### src/rtl/phy_rx_multilane.sv
// Multi-lane serial receiver: per-lane COM alignment and lock, per-lane hold
// registers that absorb sub-byte skew, and unstriping of lane bytes into words.
module phy_rx_multilane #(
  parameter int         LANES       = 2,
  parameter int         WORD_W      = 32,
  parameter logic [7:0] COM         = 8'hBC,
  parameter int         ALIGN_COUNT = 4
) (
  input  logic              clk_32f,
  input  logic              reset,
  input  logic [LANES-1:0]  data_in,
  output logic [WORD_W-1:0] data_out,
  output logic              valid_out,
  output logic [LANES-1:0]  lane_locked,
  output logic              err_out
);

  localparam int GROUPS = WORD_W / 8 / LANES;
  localparam int PTR_W  = (GROUPS > 1) ? $clog2(GROUPS) : 1;
  localparam int CNT_W  = $clog2(ALIGN_COUNT + 1);

  localparam logic [1:0] ST_SEARCH = 2'd0;
  localparam logic [1:0] ST_ALIGN  = 2'd1;
  localparam logic [1:0] ST_LOCKED = 2'd2;

  logic [7:0]        sr_q      [LANES];
  logic [7:0]        sr_d      [LANES];
  logic [1:0]        st_q      [LANES];
  logic [1:0]        st_d      [LANES];
  logic [2:0]        bit_cnt_q [LANES];
  logic [2:0]        bit_cnt_d [LANES];
  logic [CNT_W-1:0]  com_cnt_q [LANES];
  logic [CNT_W-1:0]  com_cnt_d [LANES];
  logic [7:0]        hold_q    [LANES];
  logic [7:0]        hold_d    [LANES];
  logic [LANES-1:0]  hold_full_q, hold_full_d;
  logic [LANES-1:0]  hold_com_q, hold_com_d;
  logic [LANES-1:0]  lane_locked_q, lane_locked_d;
  logic [PTR_W-1:0]  ptr_q, ptr_d;
  logic [WORD_W-1:0] asm_q, asm_d;
  logic [WORD_W-1:0] data_out_q, data_out_d;
  logic              valid_q, valid_d;
  logic              err_q, err_d;

  logic [7:0]        sr_next [LANES];
  logic [LANES-1:0]  byte_done;
  logic              all_full, all_com, any_com, group_err, overrun;
  logic [WORD_W-1:0] word_tmp;

  always_comb begin
    for (int i = 0; i < LANES; i++) begin
      sr_next[i]   = {sr_q[i][6:0], data_in[i]};
      byte_done[i] = (st_q[i] != ST_SEARCH) && (bit_cnt_q[i] == 3'd7);
    end
  end

  assign all_full  = &hold_full_q;
  assign all_com   = &hold_com_q;
  assign any_com   = |hold_com_q;
  assign group_err = all_full && any_com && !all_com;
  // A locked lane finishing a byte while still holding the previous one has
  // outrun its peers by more than a byte; alignment is no longer trustworthy.
  assign overrun   = !all_full && |(byte_done & hold_full_q);

  always_comb begin
    sr_d          = sr_q;
    st_d          = st_q;
    bit_cnt_d     = bit_cnt_q;
    com_cnt_d     = com_cnt_q;
    hold_d        = hold_q;
    hold_full_d   = hold_full_q;
    hold_com_d    = hold_com_q;
    lane_locked_d = lane_locked_q;
    ptr_d         = ptr_q;
    asm_d         = asm_q;
    data_out_d    = data_out_q;
    valid_d       = 1'b0;
    err_d         = 1'b0;
    word_tmp      = asm_q;

    if (all_full) begin
      hold_full_d = '0;
      if (all_com) begin
        if (ptr_q != '0) err_d = 1'b1;
        ptr_d = '0;
      end else if (!any_com) begin
        for (int i = 0; i < LANES; i++) begin
          word_tmp[WORD_W-1-8*(int'(ptr_q)*LANES+i) -: 8] = hold_q[i];
        end
        asm_d = word_tmp;
        if (ptr_q == PTR_W'(GROUPS-1)) begin
          data_out_d = word_tmp;
          valid_d    = 1'b1;
          ptr_d      = '0;
        end else begin
          ptr_d = ptr_q + 1'b1;
        end
      end
    end

    for (int i = 0; i < LANES; i++) begin
      sr_d[i]      = sr_next[i];
      bit_cnt_d[i] = bit_cnt_q[i] + 3'd1;
      case (st_q[i])
        ST_SEARCH: begin
          if (sr_next[i] == COM) begin
            bit_cnt_d[i] = 3'd0;
            com_cnt_d[i] = CNT_W'(1);
            if (ALIGN_COUNT <= 1) begin
              st_d[i]          = ST_LOCKED;
              lane_locked_d[i] = 1'b1;
            end else begin
              st_d[i] = ST_ALIGN;
            end
          end
        end
        ST_ALIGN: begin
          if (byte_done[i]) begin
            if (sr_next[i] == COM) begin
              com_cnt_d[i] = CNT_W'(com_cnt_q[i] + 1'b1);
              if (CNT_W'(com_cnt_q[i] + 1'b1) == CNT_W'(ALIGN_COUNT)) begin
                st_d[i]          = ST_LOCKED;
                lane_locked_d[i] = 1'b1;
              end
            end else begin
              st_d[i]      = ST_SEARCH;
              com_cnt_d[i] = '0;
            end
          end
        end
        ST_LOCKED: begin
          if (byte_done[i]) begin
            hold_d[i]      = sr_next[i];
            hold_com_d[i]  = (sr_next[i] == COM);
            hold_full_d[i] = 1'b1;
          end
        end
        default: st_d[i] = ST_SEARCH;
      endcase
    end

    if (group_err || overrun) begin
      err_d         = 1'b1;
      ptr_d         = '0;
      hold_full_d   = '0;
      lane_locked_d = '0;
      for (int i = 0; i < LANES; i++) begin
        st_d[i]      = ST_SEARCH;
        com_cnt_d[i] = '0;
      end
    end
  end

  always_ff @(posedge clk_32f or posedge reset) begin
    if (reset) begin
      for (int i = 0; i < LANES; i++) begin
        sr_q[i]      <= '0;
        st_q[i]      <= ST_SEARCH;
        bit_cnt_q[i] <= '0;
        com_cnt_q[i] <= '0;
        hold_q[i]    <= '0;
      end
      hold_full_q   <= '0;
      hold_com_q    <= '0;
      lane_locked_q <= '0;
      ptr_q         <= '0;
      asm_q         <= '0;
      data_out_q    <= '0;
      valid_q       <= 1'b0;
      err_q         <= 1'b0;
    end else begin
      sr_q          <= sr_d;
      st_q          <= st_d;
      bit_cnt_q     <= bit_cnt_d;
      com_cnt_q     <= com_cnt_d;
      hold_q        <= hold_d;
      hold_full_q   <= hold_full_d;
      hold_com_q    <= hold_com_d;
      lane_locked_q <= lane_locked_d;
      ptr_q         <= ptr_d;
      asm_q         <= asm_d;
      data_out_q    <= data_out_d;
      valid_q       <= valid_d;
      err_q         <= err_d;
    end
  end

  assign data_out    = data_out_q;
  assign valid_out   = valid_q;
  assign lane_locked = lane_locked_q;
  assign err_out     = err_q;

endmodule

### config.mk
export PLATFORM = sky130hd
export DESIGN_NAME = phy_rx_multilane
export DESIGN_NICKNAME = d
export VERILOG_FILES = /design/src/rtl/phy_rx_multilane.sv
export SDC_FILE = /design/constraint.sdc
export NUM_CORES = 1
export LEC_CHECK = 0
export ABC_AREA = 1
export CAP_MARGIN = 30
export CORE_ASPECT_RATIO = 0.8
export CORE_MARGIN = 3
export CORE_UTILIZATION = 30
export CTS_CLUSTER_DIAMETER = 60
export DETAILED_ROUTE_END_ITERATION = 10
export PLACE_DENSITY_LB_ADDON = 0.25
export SLEW_MARGIN = 10
export SYNTH_ARGS = -nofsm -noshare
export SYNTH_HDL_FRONTEND = slang
export SYNTH_SLANG_ARGS = --single-unit
### constraint.sdc
create_clock -name clk_32f -period 3.9 [get_ports clk_32f]
set_input_delay 0.78 -clock clk_32f [delete_from_list [all_inputs] [get_ports clk_32f]]
set_output_delay 0.78 -clock clk_32f [all_outputs]
set_load 0.02 [all_outputs]
==> reports/qor.yml <==
status: "finished, final reports clean"
setup-tns-final_ns: 0
synth-simple-area-share_pct: 22.8
synth_top_area_share_pct: 58.3
final_cells: 685
antenna_found_initial: 0
final_common_cell: "nand2_1"
post_cts_buffers: 0
vias: 2949
crit_path_max_fanout: 2
holdPathStages: 0
fp.dieH_um: 115
cts_made_buffers: 9
fin_skew_ns: 0.00982
core_area_um2: 14300
synth_top_family_by_area: "simple AND/OR/NAND/NOR gates"
synth-adder-area-share_pct: 3.11
ys_top_cells_by_area: "dfrtp_1 (58%), nand2_1 (13%), inv_1 (4.2%), ha_1 (3.1%), nor2_1 (2.7%)"
wl_per_cell_um: 11.8
leakage_uw: 0.00263
drt_iter0_drc: 159
critPathLaunchType: "flip-flop"
dp_cells: 669
p_sw_share_pct: 24.8
place.gp.congestion: 0.772
period_minus_slack_ns: 2.14
cts_buffer_depth: 2
start_util_pct: 30.8
syn_area_um2: 4420
rr_worst_depth: 10
drc: 0
synth_compound_area_share_pct: 5.21
first_pass_iters: 4
crit_chain: "clkdlybuf4s50_1"
port_buffers: 39
slowest_delay_ns: 0.63
synth-warning-count: 0
critPathRequiredTime_ns: 3.12
num_antenna_cells: 0
end_kind: "output pin"
synth.distinct_cells: 34
synth_edf_count: 0
min_path_type: "flip-flop to flip-flop"
cp.arrival_ns: 1.36
maxSlewViolCount: 0
setup.worst_path.class: "flip-flop to output pin"
p_clk_share_pct: 39.8
power_density_nw_per_um2: 416
syn_to_final_growth_pct: 18.3
cts_tree: "yes"
synth_area_leader_cell: "dfrtp_1"
cap_violations: 0
totalWireLength_um: 8050
grt_pass1_wl_um: 14200
vdd_drop_max_mv: 0.166
synth_seq_cells: 103
hold_viol: 0
grt_pass1_vias: 2944
drive_gt1_share_pct: 12.2
ys_async_sr_fraction_pct: 100
combPwrFrac_pct: 7.4
pwr-share-seq_pct: 52.8
crit_buf_inv: 1
synthFlopType: "dfrtp_1"
clock-sinks: 103
cts_root_buf: "clkbuf_16"
synth_fp_nets: 473
finalSetupViolCount: 0
max_freq_ghz: 0.467
synth-xor-area-share_pct: 0.396
rsz0062_at_grt: "false"
ys_seq_area_share_pct: 58.3
clk_pin_slew_worst_paths_ns: 0.07
cts_resized: 0
grt_usage_pct: 10.8
layout_common_cells: "nand2_1 (148), dfrtp_1 (103), inv_1 (48), clkdlybuf4s50_1 (39), nor2_1 (32)"
synthMuxAreaShare_pct: 2.89
layout.nets: 511
ioPinCount: 40
ctsHoldBuffers: 0
viasPerCell: 4.31
period_share_pct: 54.9
internal-power_uw: 1630
antenna_left: 0
cpMaxStageDelayCell: "clkdlybuf4s50_1"
hpwlAfterDp_um: 5630
die_w_um: 142
clk_latency_ns: 0.34
path_depth: 1
netlist_instances: 458
die_area_um2: 16200
rows: 39
slew-limit-headroom_pct: 47.0
postSynthAreaPerCell_um2: 9.65
power.switching_uw: 539
cp_top_family: "buffers and inverters"
htree_levels: 3
overflow: 0
grt_max_degree: 67
worst_slew_pin_slew_ns: 0.794
## path summary, 6_finish.rpt
check / start / to / slack, ns
worst max-delay path: lane_locked[0] / lane_locked[0] / 1.76
worst min-delay path: sr_d[14] / sr_d[15] / 0.37
worst max register to register: bit_cnt_q[0] / st_q[1] / 1.78
worst min register to register: sr_d[14] / sr_d[15] / 0.37
max in group asynchronous: reset / lane_locked[1] / 2.18
min in group asynchronous: reset / hold_q[8] / 0.94
## layer usage
metal | GRT usage (%) | up-vias | share of wire [%] | routed length [µm]
met5 | 0 | - | 0 | 0
met4 | 4.03 | 0 | 1.7 | 137
met3 | 2.00 | 12 | 3.5 | 278
met1 | 15.3 | 1379 | 52 | 4220
met2 | 16.5 | 44 | 42 | 3410
li1 | - | 1514 | - | -
## power by group through the flow
stage	Clock (µW)	Combinational, µW	Sequential (µW)
2_1_floorplan	0	128	1160
3_3_place_gp	0	161	1170
3_5_place_dp	0	166	1170
4_1_cts	890	167	1150
5_1_grt	937	195	1150
6_report	864	161	1150
## layout make-up
cell class              instances  area [µm²]
clock buffers                  10         239
well taps                     184         230
inverters                      54         205
clock inverters                 6        51.3
multi-input cells             287        1520
repair buffers                 41         405
fillers                      1464        9120
flip-flops and latches        103        2580
## cells by family after synthesis
logic type	after synthesis
compound gates	40
xor+xnor	2
fa+ha+maj	11
buf+inv	68
flops	103
mux	11
simple gates	223
## flip-flops by register name, indices dropped and copies added (netlist names)
register / count
hold_com_q: 2
hold_full_q: 2
bit_cnt_q: 6
data_out: 32
err_out: 1
valid_out: 1
asm_q: 16
sr_d: 14
hold_q: 16
st_q: 4
lane_locked: 2
com_cnt_q: 6
ptr_q: 1
## metrics by stage
step | setup slack (ns) | total power [µW] | area [µm²] | util, % | hold WS, ns
after floorplan | 0.416 | 1290 | 4420 | - | 0.354
after global placement | 1.64 | 1330 | 4940 | 34.4 | 0.358
after detailed placement | 1.62 | 1340 | 4940 | 34.4 | 0.359
after CTS | 1.73 | 2210 | 5230 | 36.5 | 0.375
after global routing | 1.50 | 2290 | 5230 | 36.5 | 0.391
final | 1.76 | 2170 | 5230 | 36.5 | 0.373
## cells in the mapped netlist, types with 5 or more instances
master	instances
inv_1	49
buf_6	7
mux2_2	10
dfrtp_1	103
nand3_1	10
nand2_1	148
ha_1	11
inv_2	5
a21oi_1	11
nand4_1	9
nand3_2	6
nand2_2	5
o21ai_0	18
nor2_1	32
(Power assumes the default switching activity.)
